## config.mk

```make
export PLATFORM = sky130hd
export DESIGN_NAME = unary_stream_decoder
export DESIGN_NICKNAME = d
export VERILOG_FILES = /design/src/rtl/unary_stream_decoder.sv
export SDC_FILE = /design/constraint.sdc
export NUM_CORES = 1
export LEC_CHECK = 0
export ABC_CLOCK_PERIOD_IN_PS = 2900
export CELL_PAD_IN_SITES_DETAIL_PLACEMENT = 0
export CELL_PAD_IN_SITES_GLOBAL_PLACEMENT = 1
export CORE_MARGIN = 5
export CORE_UTILIZATION = 45
export CTS_CLUSTER_DIAMETER = 100
export DETAILED_ROUTE_END_ITERATION = 6
export PLACE_DENSITY_LB_ADDON = 0.1
export SLEW_MARGIN = 20
export SYNTH_ARGS = -nofsm -noshare
export SYNTH_HDL_FRONTEND = slang
export SYNTH_SLANG_ARGS = --single-unit
```

## constraint.sdc

```tcl
create_clock -name iClk -period 2.9 [get_ports iClk]
set_clock_uncertainty 0.1 [all_clocks]
set_input_delay 0.58 -clock iClk [delete_from_list [all_inputs] [get_ports iClk]]
set_output_delay 0.58 -clock iClk [all_outputs]
set_load 0.005 [all_outputs]
```

## src/rtl/unary_stream_decoder.sv

```systemverilog
// Unary stream decoder: counts ones over a window of 2^BITWIDTH valid samples
// and hands the binary result over a valid/ready handshake. oClr re-aligns the upstream RNG.
module unary_stream_decoder #(
  parameter int BITWIDTH = 8
) (
  input  logic              iClk,
  input  logic              iRst,
  input  logic              iStart,
  input  logic              iAbort,
  input  logic              iBit,
  input  logic              iBitValid,
  input  logic              iReady,
  output logic              oClr,
  output logic              oBusy,
  output logic              oValid,
  output logic [BITWIDTH:0] oCount
);

  typedef enum logic [1:0] {
    S_IDLE,
    S_CLR,
    S_RUN,
    S_DONE
  } state_e;

  // Index of the last sample in a window: 2^BITWIDTH - 1.
  localparam logic [BITWIDTH:0] LAST_IDX = {1'b0, {BITWIDTH{1'b1}}};
  localparam logic [BITWIDTH:0] CNT_ONE  = {{BITWIDTH{1'b0}}, 1'b1};
  localparam logic [BITWIDTH:0] CNT_ZERO = '0;

  state_e            state_q;
  logic [BITWIDTH:0] sample_cnt_q, sample_cnt_d;
  logic [BITWIDTH:0] acc_q, acc_d;
  logic [BITWIDTH:0] count_q;
  logic              clr_q, busy_q, valid_q;
  logic              last_sample;

  // NOTE: every variable written here gets its value unconditionally, so no latch is inferred.
  always_comb begin
    sample_cnt_d = sample_cnt_q + CNT_ONE;
    acc_d        = acc_q + {{BITWIDTH{1'b0}}, iBit};
    last_sample  = (sample_cnt_q == LAST_IDX);
  end

  // NOTE: state and outputs update with non-blocking assignments so all of them see pre-edge values.
  always_ff @(posedge iClk or posedge iRst) begin
    if (iRst) begin
      state_q      <= S_IDLE;
      sample_cnt_q <= CNT_ZERO;
      acc_q        <= CNT_ZERO;
      count_q      <= CNT_ZERO;
      clr_q        <= 1'b0;
      busy_q       <= 1'b0;
      valid_q      <= 1'b0;
    end else if (iAbort) begin
      // Abort beats start and window-end; the last result is left in count_q but is not valid.
      state_q      <= S_IDLE;
      sample_cnt_q <= CNT_ZERO;
      acc_q        <= CNT_ZERO;
      clr_q        <= 1'b0;
      busy_q       <= 1'b0;
      valid_q      <= 1'b0;
    end else begin
      case (state_q)
        S_IDLE: begin
          if (iStart) begin
            state_q      <= S_CLR;
            sample_cnt_q <= CNT_ZERO;
            acc_q        <= CNT_ZERO;
            clr_q        <= 1'b1;
            busy_q       <= 1'b1;
          end
        end
        S_CLR: begin
          state_q <= S_RUN;
          clr_q   <= 1'b0;
        end
        S_RUN: begin
          if (iBitValid) begin
            sample_cnt_q <= sample_cnt_d;
            acc_q        <= acc_d;
            if (last_sample) begin
              // The final sample is folded into the result on the same edge.
              state_q <= S_DONE;
              count_q <= acc_d;
              busy_q  <= 1'b0;
              valid_q <= 1'b1;
            end
          end
        end
        S_DONE: begin
          if (iReady) begin
            valid_q <= 1'b0;
            if (iStart) begin
              state_q      <= S_CLR;
              sample_cnt_q <= CNT_ZERO;
              acc_q        <= CNT_ZERO;
              clr_q        <= 1'b1;
              busy_q       <= 1'b1;
            end else begin
              state_q <= S_IDLE;
            end
          end
        end
        default: begin
          state_q <= S_IDLE;
          clr_q   <= 1'b0;
          busy_q  <= 1'b0;
          valid_q <= 1'b0;
        end
      endcase
    end
  end

  assign oClr   = clr_q;
  assign oBusy  = busy_q;
  assign oValid = valid_q;
  assign oCount = count_q;

endmodule

```

### After elaboration in Yosys (flattened, before gate mapping)

Index checks and enable logic that the tools add are counted.

| operators by class | value |
|---|---|
| add/sub/neg operators | 2 |
| equality and inequality tests | 8 |
| multiplexer cells | 32 |
| bitwise gates (word level) | 1 |
| reductions and logical operators | 10 |

Operators with widths:

| operator | number |
|---|---|
| $mux 9 | 8 |
| $pmux 9 s3 | 2 |
| $reduce_and 4->1 | 4 |
| $mux 1 | 13 |
| $ne 3x3->1 const B | 4 |
| $mux 2 | 5 |
| $add 9x1->9 | 1 |
| $add 9x1->9 const B | 1 |
| $eq 9x8->1 const B | 1 |
| $pmux 2 s4 | 1 |
| $reduce_bool 4->1 | 2 |
| $pmux 1 s3 | 2 |
| $eq 2x2->1 const B | 2 |
| $reduce_and 3->1 | 1 |
| $reduce_bool 3->1 | 1 |
| $eq 2x1->1 const B | 1 |
| $logic_not 2->1 | 1 |
| $pmux 1 s2 | 1 |
| $reduce_and 2->1 | 1 |
| $not 1->1 | 1 |

| storage, ports and cells | value |
|---|---|
| register bits | 32 |
| bits of input ports | 7 |
| output and inout bits | 12 |
| logic and storage cells | 60 |

### Longest topological paths before layout

| depth | value |
|---|---|
| depth in word-level cells | 5 |
| gate-level depth with buffers | 8 |
| depth with buffers taken out | 8 |

### Worst setup path before layout

OpenSTA, ideal clock, no wires.

| path | value |
|---|---|
| kind | register -> register |
| start point | reg sample_cnt_q[2] |
| end point | reg state_q[0] |
| library setup time | 0.104 ns |
| arrival | 1.762 ns |
| data required time | 2.696 ns |
| path slack | 0.934 ns |
| cell stages (with the launch flop) | 9 |
| path buffers | 0 |
| period minus slack after synthesis | 1.966 ns |
| cell sequence | dfrtp_1 > and3_1 > and3_1 > and3_1 > ha_1 > nand2_1 > a221oi_2 > o21ai_0 > a221oi_1 |

| on the way | value |
|---|---|
| cells in the longest elaborated chain, start to end | 3 |

RTL lines:

| item | RTL line | source |
|---|---|---|
| start: declaration | 32 | `logic [BITWIDTH:0] sample_cnt_q, sample_cnt_d;` |
| start signal: assignment | 80 | `sample_cnt_q <= sample_cnt_d;` |
| $eq 9x8->1 | 42 | `last_sample = (sample_cnt_q == LAST_IDX);` |
| $ne 3x3->1 (no line) | n/a |  |
| $reduce_and 4->1 (no line) | n/a |  |
| end signal: assignment | 48 | `state_q <= S_IDLE;` |
| end signal: assignment | 57 | `state_q <= S_IDLE;` |
| end signal: assignment | 67 | `state_q <= S_CLR;` |
| end: declaration | 31 | `state_e state_q;` |

No other way between the ends.
A chain may end at the register's enable or synchronous reset.

### Worst setup path in the final report

Same ends and word-level chain as after synthesis.

==> results by group <==
Placed design
  • Port bufs: 18
  • RD Place Congestion: 0.7792
  • DP HPWL: 2626 µm

STA
  • Minimum clock period: 2340 ps
  • Slew headroom: 0.6622
  • Final setup violation count: 0
  • Final Hold Fails: 0
  • Final cycle utilization of the critical path: 0.8070
  • Worst slew pin tran: 506.7 ps
  • Final Hold Slack: 383.2 ps
  • Final Slew Violations: 0
  • Setup_tns: 0 ps
  • RSZ-0062 raised after global routing: no
  • F_max: 427.3 MHz

Synth
  • Post-Synth XOR/XNOR Area: 0.03441
  • Synth Instances: 173
  • Post-synth cell types: 45
  • Cell area after synthesis: 1782 µm²
  • Top post-synthesis cells by area: dfrtp_1, ha_1, and3_1, nand2_1, o21ai_0
  • Sequential area share after synthesis: 0.4494
  • Combinational family with the most area after synthesis: compound AO/OA/AOI/OAI gates
  • Simple-Gate Fraction of Synth Area: 0.1699
  • Mux share of post-synthesis cell area: 0.03020
  • Synthesized-area fraction occupied by ao, oa, aoi and oai cells: 0.2205
  • Area share of the largest cell type after synthesis: 0.4494
  • Adder-Cell Fraction of Synth Area: 0.06320
  • Avg Cell Area, Syn: 10.30 µm²
  • Number of synthesized register bits: 32
  • Yosys warning total: 0
  • Yosys top cell by area: dfrtp_1
  • Syn Nets: 189

Power and ir drop
  • Cell Int Power: 0.8316 mW
  • Max IR drop VDD: 406.5 µV
  • Combinational fraction of design power: 0.319
  • P_sw: 0.4172 mW
  • Clock share of power: 0.282
  • PD cells: 594.1 nW/µm²
  • Sequential share of power: 0.399
  • Net Sw Frac: 0.3341
  • Leak: 0.9260 nW

Setup path
  • Crit-path most repeated cell: and3_1
  • Register-to-Register Path Depth: 8
  • Peak fanout along the critical path: 6
  • Critical path startpoint category: register
  • Crit. End Element: register
  • Worst flop-to-flop path startpoint: sample_cnt_q[2]
  • Worst Path Required: 2970 ps
  • Delay-heaviest family, CP: compound AO/OA/AOI/OAI gates
  • Worst path arrival time: 2410 ps
  • CP Depth: 8
  • Crit-path cells: and3_1 -> and3_1 -> and3_1 -> ha_1 -> nand2_1 -> a221oi_2 -> o21ai_0 -> a221oi_1
  • Worst path bufs/invs: 0
  • Crit path kind: reg2reg
  • Slowest stage delay, CP: 430 ps
  • CP startpoint: sample_cnt_q[2]
  • Crit path to: state_q[0]
  • CP max-delay cell: dfrtp_1
  • Reg-to-reg endpoint: state_q[0]
  • R2r setup slk: 560 ps

GRT
  • Gr ovfl total: 0
  • Initial antenna violation count: 0
  • Largest net degree at the start of global routing: 33
  • GRT Util Overall: 0.1596
  • First-pass GRT wire length: 6520 µm
  • Vias in the first global route: 1,397

Clocking
  • Post-CTS resize count: 0
  • Reg clk slew, reported paths: 70 ps
  • CTS tree: yes
  • Clock root cell: clkbuf_8
  • Clk sink count: 32
  • Worst skew pair latency: 280 ps
  • CTS Buf Count: 5
  • H-tree Lvls: 2
  • Postcts setup bufs: 0
  • Maximum root-to-sink buffer count: 2
  • Post-CTS Hold Fix Bufs: 0

Layout
  • Area grow syn2layout: 17.98%
  • Layout filler cell count: 356
  • Layout cell share with drive strength beyond 1: 0.1020
  • Fin nets: 211
  • Final core occ: 0.5615
  • Diodes inserted: 0

Floorplanning
  • Die ar.: 5318 µm²
  • Initial Util: 0.4759
  • Cell Rows: 22
  • Core area: 3744 µm²
  • Die W: 72.93 µm
  • DIE HEIGHT: 72.93 µm
  • IO Count: 19

Job
  • MaxCap Viol Count: 0

Status
  • Status: complete, no violations

Min path
  • Worst hold-check path type: reg2reg

Route
  • Vias/cell: 5.615
  • Drt drc: 0
  • DR iter-0 viols: 56
  • ANT nets after route: 0
  • Vias: 1,370
  • Routed len/inst: 15.26 µm
  • Drt first pass iters: 4
  • Overall routed net length: 3724 µm
cell usage in the layout (no fill, tap or decap), types with 2 or more instances in the layout:
master,n
a211oi_1,3
a21boi_1,3
a21o_1,3
a21oi_1,7
a22o_1,5
a31oi_1,4
and3_1,9
buf_4,3
clkbuf_8,6
clkdlybuf4s50_1,18
clkinv_2,2
dfrtp_1,32
ha_1,9
inv_1,6
mux2_2,3
mux2i_1,2
nand2_1,14
nand2b_1,7
nand3_1,6
nor2_1,4
nor2b_1,3
o211ai_1,4
o21ai_0,10
o31ai_1,4
or4_1,3
xnor2_1,5
xor2_1,2
tightest hold or removal path, cell delays in order, from the launching register on:
cell,delay (ps)
dfrtp_1,340
nand2_1,50
o21ai_0,60
worst min-delay path by stage:
stage | start | slack (ps) | depth (start not counted) | end
after global routing | oCount[3] | 400 | 2 | oCount[3]
final | oCount[7] | 380 | 2 | oCount[7]
after global placement | oCount[5] | 360 | 2 | oCount[5]
after floorplan | acc_q[8] | 370 | 1 | acc_q[8]
after CTS | oCount[5] | 390 | 2 | oCount[5]
after detailed placement | oCount[5] | 370 | 2 | oCount[5]
cell type report:
| cell class | instances | area, µm² | area share |
|---|---|---|---|
| clock buffers | 6 | 82.58 | 0.03929 |
| repair buffers | 21 | 202.7 | 0.09643 |
| flip-flops and latches | 32 | 800.8 | 0.3810 |
| multi-input cells | 129 | 923.4 | 0.4393 |
| inverters | 6 | 22.52 | 0.01071 |
| well taps | 48 | 60.06 | 0.02857 |
| clock inverters | 2 | 10.01 | 0.004762 |
registers in the layout, summed over array words and instances, names as in the netlist:
register / flops
state_q: 2
acc_q: 9
oBusy: 1
sample_cnt_q: 9
oCount: 9
oClr: 1
oValid: 1
power by group through the flow:
stage | clock, mW | combinational, mW | sequential (mW)
2_1_floorplan | 0 | 0.301 | 0.502
3_3_place_gp | 0 | 0.386 | 0.503
3_5_place_dp | 0 | 0.399 | 0.507
4_1_cts | 0.366 | 0.401 | 0.498
5_1_grt | 0.393 | 0.438 | 0.502
6_report | 0.352 | 0.399 | 0.498
through the flow:
step	power, mW	setup WS, ps	area, µm²	cells
2_1_floorplan	0.8028	934.1	1782	173
6_report	1.249	559.8	2102	244
3_3_place_gp	0.8888	405.6	2009	236
3_5_place_dp	0.9055	342.1	2009	236
4_1_cts	1.266	578.6	2102	244
5_1_grt	1.333	419.2	2102	244
kinds of logic after synthesis:
group | count (synthesis)
fa+ha+maj | 9
xor+xnor | 7
compound gates | 54
flops | 32
buf+inv | 12
simple gates | 54
mux | 5
metal layers:
metal | track usage | part of all wire | wire length, µm
met3 | 0.04821 | 0.031 | 116
met4 | 0.06148 | 0.016 | 61
met5 | 0 | 0 | 0
met1 | 0.2056 | 0.49 | 1833
met2 | 0.2515 | 0.46 | 1712
synthesized netlist by cell type, drive strengths merged:
cell and instances:
nand2b 7, a31oi 5, xnor2 5, o311ai 1, inv 6, o22ai 1
buf 5, a211oi 3, a221oi 2, nand4b 1, nor3 2, nand2 14
nand4 1, o211ai 4, o21a 1, and2 1, a21oi 8, a21bo 1
o31ai 4, mux2 3, or2b 1, a41oi 1, and2b 1, or4 3
dfrtp 32, a21boi 3, a22o 5, o2bb2ai 1, nor2 4, nand3 6
o21ai 10, or3 1, a21o 3, clkbuf 1, nor2b 3, a211o 1
and3 9, ha 9, mux2i 2, xor2 2
No activity file was read; power rests on OpenSTA's default activity.
